==> config.mk <==
export PLATFORM = sky130hd
export DESIGN_NAME = fetch_unit
export DESIGN_NICKNAME = d
export VERILOG_FILES = /design/src/rtl/y86_pkg.sv /design/src/rtl/instr_len_decode.sv /design/src/rtl/fetch_unit.sv
export SDC_FILE = /design/constraint.sdc
export NUM_CORES = 1
export LEC_CHECK = 0
export BUFFER_PORTS_ARGS = -buffer_cell sky130_fd_sc_hd__buf_2
export CAP_MARGIN = 20
export CORE_MARGIN = 10
export CORE_UTILIZATION = 46
export CTS_CLUSTER_DIAMETER = 120
export DETAILED_ROUTE_END_ITERATION = 8
export PLACE_DENSITY = 0.77
export SETUP_SLACK_MARGIN = 0.2
export SYNTH_ARGS = -nofsm -noshare
export SYNTH_HDL_FRONTEND = slang
export SYNTH_SLANG_ARGS = --single-unit
==> constraint.sdc <==
create_clock -name clk -period 3.6 [get_ports clk]
set_input_delay 0.36 -clock clk [delete_from_list [all_inputs] [get_ports clk]]
set_output_delay 0.36 -clock clk [all_outputs]
set_load 0.1 [all_outputs]
==> src/rtl/y86_pkg.sv <==
// ============================================================================
// Module : y86_pkg
// Brief  : Shared Y86-64 fetch constants: icodes, status codes, FSM states.
// Rev    : 1.0  initial release
// ============================================================================
`default_nettype none

package y86_pkg;

    localparam logic [3:0] I_HALT   = 4'h0;
    localparam logic [3:0] I_NOP    = 4'h1;
    localparam logic [3:0] I_RRMOVQ = 4'h2;
    localparam logic [3:0] I_IRMOVQ = 4'h3;
    localparam logic [3:0] I_RMMOVQ = 4'h4;
    localparam logic [3:0] I_MRMOVQ = 4'h5;
    localparam logic [3:0] I_OPQ    = 4'h6;
    localparam logic [3:0] I_JXX    = 4'h7;
    localparam logic [3:0] I_CALL   = 4'h8;
    localparam logic [3:0] I_RET    = 4'h9;
    localparam logic [3:0] I_PUSHQ  = 4'hA;
    localparam logic [3:0] I_POPQ   = 4'hB;

    localparam logic [1:0] STAT_AOK = 2'd0;
    localparam logic [1:0] STAT_HLT = 2'd1;
    localparam logic [1:0] STAT_ADR = 2'd2;
    localparam logic [1:0] STAT_INS = 2'd3;

    localparam logic [3:0] REG_NONE = 4'hF;

    typedef enum logic [1:0] {
        IDLE   = 2'd0,
        FETCH  = 2'd1,
        DONE   = 2'd2,
        HALTED = 2'd3
    } fetch_state_e;

endpackage

`default_nettype wire

==> src/rtl/instr_len_decode.sv <==
// ============================================================================
// Module : instr_len_decode
// Brief  : Combinational icode -> length / field-presence decoder.
// Rev    : 1.0  initial release
// ============================================================================
`default_nettype none

module instr_len_decode
    import y86_pkg::*;
(
    input  logic [3:0] icode_i,
    output logic [3:0] len_o,
    output logic       need_regids_o,
    output logic       need_valc_o,
    output logic [3:0] valc_offset_o,
    output logic       icode_ok_o
);

    always_comb begin
        len_o         = 4'd1;
        need_regids_o = 1'b0;
        need_valc_o   = 1'b0;
        valc_offset_o = 4'd0;
        icode_ok_o    = 1'b1;
        case (icode_i)
            I_HALT, I_NOP, I_RET: begin
                len_o = 4'd1;
            end
            I_RRMOVQ, I_OPQ, I_PUSHQ, I_POPQ: begin
                len_o         = 4'd2;
                need_regids_o = 1'b1;
            end
            I_IRMOVQ, I_RMMOVQ, I_MRMOVQ: begin
                len_o         = 4'd10;
                need_regids_o = 1'b1;
                need_valc_o   = 1'b1;
                valc_offset_o = 4'd2;
            end
            I_JXX, I_CALL: begin
                len_o         = 4'd9;
                need_valc_o   = 1'b1;
                valc_offset_o = 4'd1;
            end
            // Unknown opcodes occupy a single byte so the fetch stops early.
            default: begin
                len_o      = 4'd1;
                icode_ok_o = 1'b0;
            end
        endcase
    end

endmodule

`default_nettype wire

==> src/rtl/fetch_unit.sv <==
// ============================================================================
// Module : fetch_unit
// Brief  : Sequential Y86-64 fetch stage; byte-serial imem reads and decode.
//          Optional macro FETCH_PERF_EN adds instruction/stall counters.
// Rev    : 1.0  initial release
// ============================================================================
`default_nettype none

module fetch_unit
    import y86_pkg::*;
#(
    parameter logic [63:0] RESET_PC = 64'h0,
    parameter int unsigned MAX_LEN  = 10
) (
    input  logic        clk,
    input  logic        reset,
    input  logic [63:0] pc_next,
    input  logic        pc_next_valid,
    output logic        pc_next_ready,
    output logic        imem_req,
    output logic [63:0] imem_addr,
    input  logic        imem_ready,
    input  logic [7:0]  imem_data,
    input  logic        imem_err,
    output logic        instr_valid,
    input  logic        instr_ready,
`ifdef FETCH_PERF_EN
    output logic [31:0] perf_instr_count,
    output logic [31:0] perf_stall_cycles,
`endif
    output logic [63:0] pc,
    output logic [3:0]  icode,
    output logic [3:0]  ifun,
    output logic [3:0]  rA,
    output logic [3:0]  rB,
    output logic [63:0] valC,
    output logic [63:0] valP,
    output logic [1:0]  stat
);

    localparam int IDX_W = $clog2(MAX_LEN + 1);

    fetch_state_e     state_q, state_d;
    logic [63:0]      pc_q, pc_d;
    logic [IDX_W-1:0] byte_idx_q, byte_idx_d;
    logic [3:0]       icode_q, icode_d;
    logic [3:0]       ifun_q, ifun_d;
    logic [3:0]       ra_q, ra_d;
    logic [3:0]       rb_q, rb_d;
    logic [63:0]      valc_q, valc_d;
    logic [63:0]      valp_q, valp_d;
    logic [1:0]       stat_q, stat_d;

    logic [3:0]       dec_icode;
    logic [3:0]       dec_len;
    logic             dec_need_regids;
    logic             dec_need_valc;
    logic [3:0]       dec_valc_off;
    logic             dec_ok;
    logic [IDX_W-1:0] idx_inc;
    logic [2:0]       valc_sel;

    // On byte 0 the icode register is not yet loaded, so decode straight
    // from the incoming byte; afterwards use the captured icode.
    assign dec_icode = (byte_idx_q == '0) ? imem_data[7:4] : icode_q;

    instr_len_decode u_len_decode (
        .icode_i       (dec_icode),
        .len_o         (dec_len),
        .need_regids_o (dec_need_regids),
        .need_valc_o   (dec_need_valc),
        .valc_offset_o (dec_valc_off),
        .icode_ok_o    (dec_ok)
    );

    assign idx_inc  = byte_idx_q + IDX_W'(1);
    assign valc_sel = 3'(byte_idx_q - IDX_W'(dec_valc_off));

    always_comb begin
        state_d    = state_q;
        pc_d       = pc_q;
        byte_idx_d = byte_idx_q;
        icode_d    = icode_q;
        ifun_d     = ifun_q;
        ra_d       = ra_q;
        rb_d       = rb_q;
        valc_d     = valc_q;
        valp_d     = valp_q;
        stat_d     = stat_q;
        case (state_q)
            IDLE: begin
                if (pc_next_valid) begin
                    state_d    = FETCH;
                    pc_d       = pc_next;
                    byte_idx_d = '0;
                    icode_d    = 4'h0;
                    ifun_d     = 4'h0;
                    ra_d       = REG_NONE;
                    rb_d       = REG_NONE;
                    valc_d     = 64'h0;
                    valp_d     = 64'h0;
                    stat_d     = STAT_AOK;
                end
            end
            FETCH: begin
                if (imem_ready) begin
                    byte_idx_d = idx_inc;
                    if (imem_err) begin
                        state_d = DONE;
                        stat_d  = STAT_ADR;
                        if (byte_idx_q == '0) begin
                            valp_d = pc_q + 64'd1;
                        end
                    end else begin
                        if (byte_idx_q == '0) begin
                            icode_d = imem_data[7:4];
                            ifun_d  = imem_data[3:0];
                            valp_d  = pc_q + 64'(dec_len);
                            if (!dec_ok) begin
                                stat_d = STAT_INS;
                            end else if (imem_data[7:4] == I_HALT) begin
                                stat_d = STAT_HLT;
                            end
                        end else if (byte_idx_q == IDX_W'(1) && dec_need_regids) begin
                            ra_d = imem_data[7:4];
                            rb_d = imem_data[3:0];
                        end
                        // valC is little-endian: byte k of the constant lands in bits 8k+:8.
                        if (dec_need_valc && (byte_idx_q >= IDX_W'(dec_valc_off))) begin
                            valc_d[{valc_sel, 3'b000} +: 8] = imem_data;
                        end
                        if (idx_inc == IDX_W'(dec_len)) begin
                            state_d = DONE;
                        end
                    end
                end
            end
            DONE: begin
                if (instr_ready) begin
                    state_d = (stat_q == STAT_AOK) ? IDLE : HALTED;
                end
            end
            HALTED: begin
                state_d = HALTED;
            end
            default: begin
                state_d = IDLE;
            end
        endcase
    end

    always_ff @(posedge clk) begin
        if (reset) begin
            state_q    <= IDLE;
            pc_q       <= RESET_PC;
            byte_idx_q <= '0;
            icode_q    <= 4'h0;
            ifun_q     <= 4'h0;
            ra_q       <= REG_NONE;
            rb_q       <= REG_NONE;
            valc_q     <= 64'h0;
            valp_q     <= 64'h0;
            stat_q     <= STAT_AOK;
        end else begin
            state_q    <= state_d;
            pc_q       <= pc_d;
            byte_idx_q <= byte_idx_d;
            icode_q    <= icode_d;
            ifun_q     <= ifun_d;
            ra_q       <= ra_d;
            rb_q       <= rb_d;
            valc_q     <= valc_d;
            valp_q     <= valp_d;
            stat_q     <= stat_d;
        end
    end

    assign pc_next_ready = (state_q == IDLE);
    assign imem_req      = (state_q == FETCH);
    assign imem_addr     = pc_q + 64'(byte_idx_q);
    assign instr_valid   = (state_q == DONE);
    assign pc            = pc_q;
    assign icode         = icode_q;
    assign ifun          = ifun_q;
    assign rA            = ra_q;
    assign rB            = rb_q;
    assign valC          = valc_q;
    assign valP          = valp_q;
    assign stat          = stat_q;

`ifdef FETCH_PERF_EN
    logic [31:0] perf_instr_q;
    logic [31:0] perf_stall_q;

    always_ff @(posedge clk) begin
        if (reset) begin
            perf_instr_q <= 32'h0;
            perf_stall_q <= 32'h0;
        end else begin
            if (instr_valid && instr_ready && (perf_instr_q != 32'hFFFF_FFFF)) begin
                perf_instr_q <= perf_instr_q + 32'd1;
            end
            if (imem_req && !imem_ready && (perf_stall_q != 32'hFFFF_FFFF)) begin
                perf_stall_q <= perf_stall_q + 32'd1;
            end
        end
    end

    assign perf_instr_count  = perf_instr_q;
    assign perf_stall_cycles = perf_stall_q;
`endif

endmodule

`default_nettype wire

# Word-level counts from Yosys, hierarchy flattened
# Cells that the tools add are included.
# Widths: inputs -> output; s select.
op_classes:
  n_eq_ne: 27
  magnitude_cmp: 1
  addsub: 6
  muxes: 52
  n_reduce_logical: 23
  n_shift: 2
ops:
  columns: ["operator", "count"]
  rows:
  - ["$mux 64", 8]
  - ["$pmux 64 s2", 2]
  - ["$add 64x4->64", 2]
  - ["$mux 4", 17]
  - ["$add 64x1->64 const B", 1]
  - ["$bwmux 64", 1]
  - ["$shift 8x8->64 const A", 1]
  - ["$shiftx 8x8->64", 1]
  - ["$pmux 4 s2", 5]
  - ["$mux 2", 12]
  - ["$eq 4x3->1 const B", 4]
  - ["$eq 4x4->1 const B", 4]
  - ["$reduce_and 5->1", 3]
  - ["$logic_not 4->1", 3]
  - ["$pmux 4 s3", 1]
  - ["$reduce_and 4->1", 3]
  - ["$reduce_or 12->1", 1]
  - ["$ne 2x1->1 const B", 5]
  - ["$eq 4x1->1 const B", 2]
  - ["$eq 4x2->1 const B", 2]
  - ["$neg 6->8", 1]
  - ["$pmux 2 s2", 2]
  - ["$pmux 2 s4", 1]
  - ["$reduce_or 7->1", 1]
  - ["20 further kinds", 28]
totals:
  word_cells: 121
  output_inout_bits: 277
  register_bits: 216
  input_bits: 78

# Depth between registers and ports, before layout
depth:
  ltp_word: 13
  mapped_depth: 17
  ltp_nobuf: 16

# Modules after synthesis
# Synthesis repeated with hierarchy kept, for this count alone.
unflattened:
  hier_cells: 1372
  area_unflattened_um2: 11248.3
modules_own_cells:
  columns: ["module", "cells_each", "seq_area_each_um2", "instances", "area_per_inst_um2"]
  rows:
  - ["fetch_unit", 1352, 4324.1, 1, 11095.6]
  - ["instr_len_decode", 20, 0.0, 1, 152.6]

# Worst setup path before layout
# No wires, ideal clock.
synth_path:
  path_type: "register -> output"
  from: "reg pc_q[0] (netlist: pc[0])"
  to: "out imem_addr[44]"
  slack_ns: -1.684
  t_arrival_ns: 4.924
  path_stages_with_launch: 11
  t_required_ns: 3.240
  n_path_buf: 1
  path_cell_list: "dfxtp_1 ha_1 inv_1 fa_1 nand2b_1 a211o_1 or4_1 and3b_1 clkbuf_1 nand3_1 xnor2_1"
synth_between:
  elab_chain_cells: 1
synth_lines:
  columns: ["element", "line_no", "rtl"]
  rows:
  - ["start, declared", "fetch_unit.sv:44", "logic [63:0] pc_q, pc_d;"]
  - ["start signal, assigned", "fetch_unit.sv:166", "pc_q <= pc_d;"]
  - ["$add 64x4->64", "fetch_unit.sv:180", "assign imem_addr = pc_q + 64'(byte_idx_q);"]
  - ["end, declared", "fetch_unit.sv:21", "output logic [63:0] imem_addr,"]
# No other way between the ends.

# Final worst setup path
layout_path:
  from: "reg byte_idx_q[0]"
  to: "out imem_addr[36]"
layout_between:
  elab_chain_cells: 1
layout_lines:
  columns: ["element", "line_no", "rtl"]
  rows:
  - ["start, declared", "fetch_unit.sv:45", "logic [IDX_W-1:0] byte_idx_q, byte_idx_d;"]
  - ["start signal, assigned", "fetch_unit.sv:167", "byte_idx_q <= byte_idx_d;"]
  - ["$add 64x4->64", "fetch_unit.sv:180", null]
# No other way between the ends.

==> results.ini <==
[grt]
antenna_found_initial = 7
grt_usage_pct = 29.6
grt_overflow_total = 0
grt_pass1_vias = 11700
grt_pass1_wl_um = 69000
grt_max_degree = 67

[cts]
h-tree-depth = 1
worst_skew_pair.late_latency_ps = 530
cts_sinks = 216
cts_root_buffer = clkbuf_16
cts_buffers = 25
cts_tree = built
postCtsHoldBufs = 0
clk_pin_slew_ps = 60
cts_buffer_depth = 3

[synthesis]
synthTopCellsByArea = dfxtp_1 40%, nand2_1 9.1%, xnor2_1 6.2%
synthDistinctLibCells = 66
yosysWarnings = 0
syn_area_um2 = 10700
yosysMostFrequentCell = nand2_1
synth_mux_area_share_pct = 1.03
synth_ff_type = dfxtp_1
ys_ff_latch = 216
netlist_top_cells_count = 258 x nand2_1, 216 x dfxtp_1, 101 x nor2_1, 90 x clkbuf_1, 83 x a21oi_1
yosys.area_share.simple_pct = 25.0
ys_async_sr_fraction_pct = 0
seq_area_frac_synth_pct = 40.4
synth_area_per_cell_um2 = 8.11
synthCells = 1318
synth_nets = 1414
synth_edf_count = 0
synth-xor-area-share_pct = 10.5
synth_top_area_cell = dfxtp_1
synth_top_family_by_area = simple AND/OR/NAND/NOR gates
synth_compound_area_share_pct = 16.1
synthAdderAreaFrac_pct = 2.32
synth_top_area_share_pct = 40.4

[floorplan]
fp.coreArea_um2 = 22800
initial_core_util_pct = 47.0
die_w_um = 172
die_height_um = 172
die_area_um2 = 29700
num_rows = 55
ioPinCount = 355

[worst_setup_path]
slowest_stage = or4_4
critPathMaxStageDelay_ps = 440
crit_chain = buf_6 > ha_4 > inv_2 > fa_2 > nand2b_4 > a211o_4 > or4_4 > and3b_2 > buf_6 > nand2_4 > xnor2_4 > buf_12
cp-start-kind = flop
crit_arrival_ps = 3350
cp.buffers_inverters = 4
end_kind = primary output
crit_top_cell = buf_6
worstPathRequired_ps = 3240
crit_family = simple AND/OR/NAND/NOR gates
cp_max_fo = 4
critPathKind = flop to primary output

[placed_design]
place.gp.congestion = 0.987
dp_cells = 1952
placed_cell_area_um2 = 14600
dp_hpwl_um = 34300
dpl_worst_slack_ps = -0.496
port_buffers = 354

[cells_and_area]
stdcell_area_um2 = 17200
syn2layout_area_growth_pct = 61.3
drive_above_1_share_pct = 48.3
nFillCells = 1511
nets = 1826
final_util_pct = 75.7
finalNonFillerCells = 2066

[drt]
num_vias = 12200
vias_per_cell = 5.89
antenna_left = 0
drt_wl_total_um = 48400
drcViolationCount = 0
firstDrtPassIters = 5
drt-wirelength-per-cell_um = 23.4
drt-initial-drc-count = 1223

[pwr]
p_leak_uw = 0.00745
power_density_nw_per_um2 = 425
peakVddDrop_mv = 0.416

[timing]
setup-violations-final = 21
worst_pin_slew_ps = 884
period_needed_ps = 3710
fin_skew_ps = 13.7
drv_slew = 0
slew_headroom_pct = 40.6
worst_hold_slack_ps = 61.8
hold_violations = 0
rsz0062_at_grt = yes
setup_ws_ps = -110
fmax_ghz = 0.270
fin_crit_sh_pct = 103

[run_status]
violations = negative setup slack
status = complete, but fails checks

[hold_path]
min_path_type = input port to flop

[run]
drv_cap = 0

## cell usage in the layout, fill, tap and decap left out, drive strengths merged, types with 3 or more instances in the layout
cell type | synthesis | routed
and4 | 5 | 5
clkbuf | 90 | 34
a22o | 15 | 15
nor3 | 38 | 38
o2bb2ai | 24 | 24
nor4 | 22 | 22
fa | 3 | 3
a32o | 14 | 14
a21oi | 85 | 85
a22oi | 19 | 19
and2 | 8 | 8
dfxtp | 216 | 216
o22a | 8 | 8
nand2b | 8 | 8
or2 | 5 | 5
nand4b | 3 | 3
nand3 | 39 | 39
xor2 | 52 | 52
nor2b | 8 | 8
diode | 0 | 5
nand3b | 6 | 6
or4 | 4 | 4
buf | 12 | 485
nand4 | 42 | 42
nor2 | 101 | 101
or3b | 3 | 3
nor3b | 4 | 4
inv | 23 | 27
a211oi | 5 | 5
and3 | 4 | 4
xnor2 | 76 | 76
nand2 | 260 | 260
or3 | 3 | 3
ha | 15 | 15
mux2i | 11 | 11
clkinv | 0 | 8
o21ai | 64 | 64
## layer usage
metal | routed length [µm] | vias to the layer above | global-route usage, %
met4 | 2170 | 4 | 12.2
met3 | 4700 | 154 | 6.73
li1 | - | 5385 | -
met2 | 23700 | 748 | 50.4
met1 | 17800 | 5875 | 35.2
met5 | 32 | - | 0
## area by class of cell
type / count / area (µm²) / area share (%)
antenna: 5 / 12.5 / 0.0725
clock buffer: 32 / 713 / 4.13
clock inverter: 13 / 75.1 / 0.435
inverter: 23 / 93.8 / 0.544
multi-input combinational: 977 / 8050 / 46.7
sequential: 216 / 4420 / 25.7
tap: 313 / 392 / 2.27
timing repair buffer: 487 / 3490 / 20.2
## final timing paths
| path | from | end | slack [ps] | cells after the start |
|---|---|---|---|---|
| worst min-delay path | pc_next[31] | pc[31] | 60 | 3 |
| worst max-delay path | byte_idx_q[0] | imem_addr[36] | -110 | 12 |
| worst min register to register | valP[45] | valP[45] | 450 | 2 |
| worst max register to register | byte_idx_q[0] | valP[46] | -70 | 17 |
## cell families (layout without fill, tap and decap cells)
logic type                 after synthesis  after routing
xor gates and xnor gates               128            128
and+or+nand+nor                        568            568
other                                    0              5
AOI/OAI and AO/OA                      252            252
buffers and inverters                  125            555
muxes                                   11             11
adders and majority gates               18             18
DFF                                    216            216
## state kept, by name, summed over array words and instances (netlist names)
register and count:
byte_idx_q 4, icode 4, ifun 4, pc 64
rA 4, rB 4, stat 2, state_q 2
valC 64, valP 64
## worst min-delay path, cell delays in order
cell and delay, ps:
buf_2 100, nand2_1 50, a21oi_1 50
## what timing repair did
action,in CTS,in global routing
pin swaps,75,85
gates resized for setup,171,151
setup buffers,27,36
endpoints found under the setup margin,114,165
gates cloned,0,0
## stage by stage
stage               setup TNS [ps]  total power [µW]
finish                        -838              7320
global route                 -5090              7510
CTS                           -576              7200
detailed placement          -0.496              4660
global placement                 0              4630
floorplan                     -493              4140
## power by group
group | switching [µW] | leakage, µW | internal, µW
Combinational | 1610 | 0.00527 | 622
Sequential | 170 | 0.00178 | 2470
Clock | 1050 | 0.000401 | 1400
Total | 2840 | 0.00745 | 4490
(Power assumes the default switching activity.)
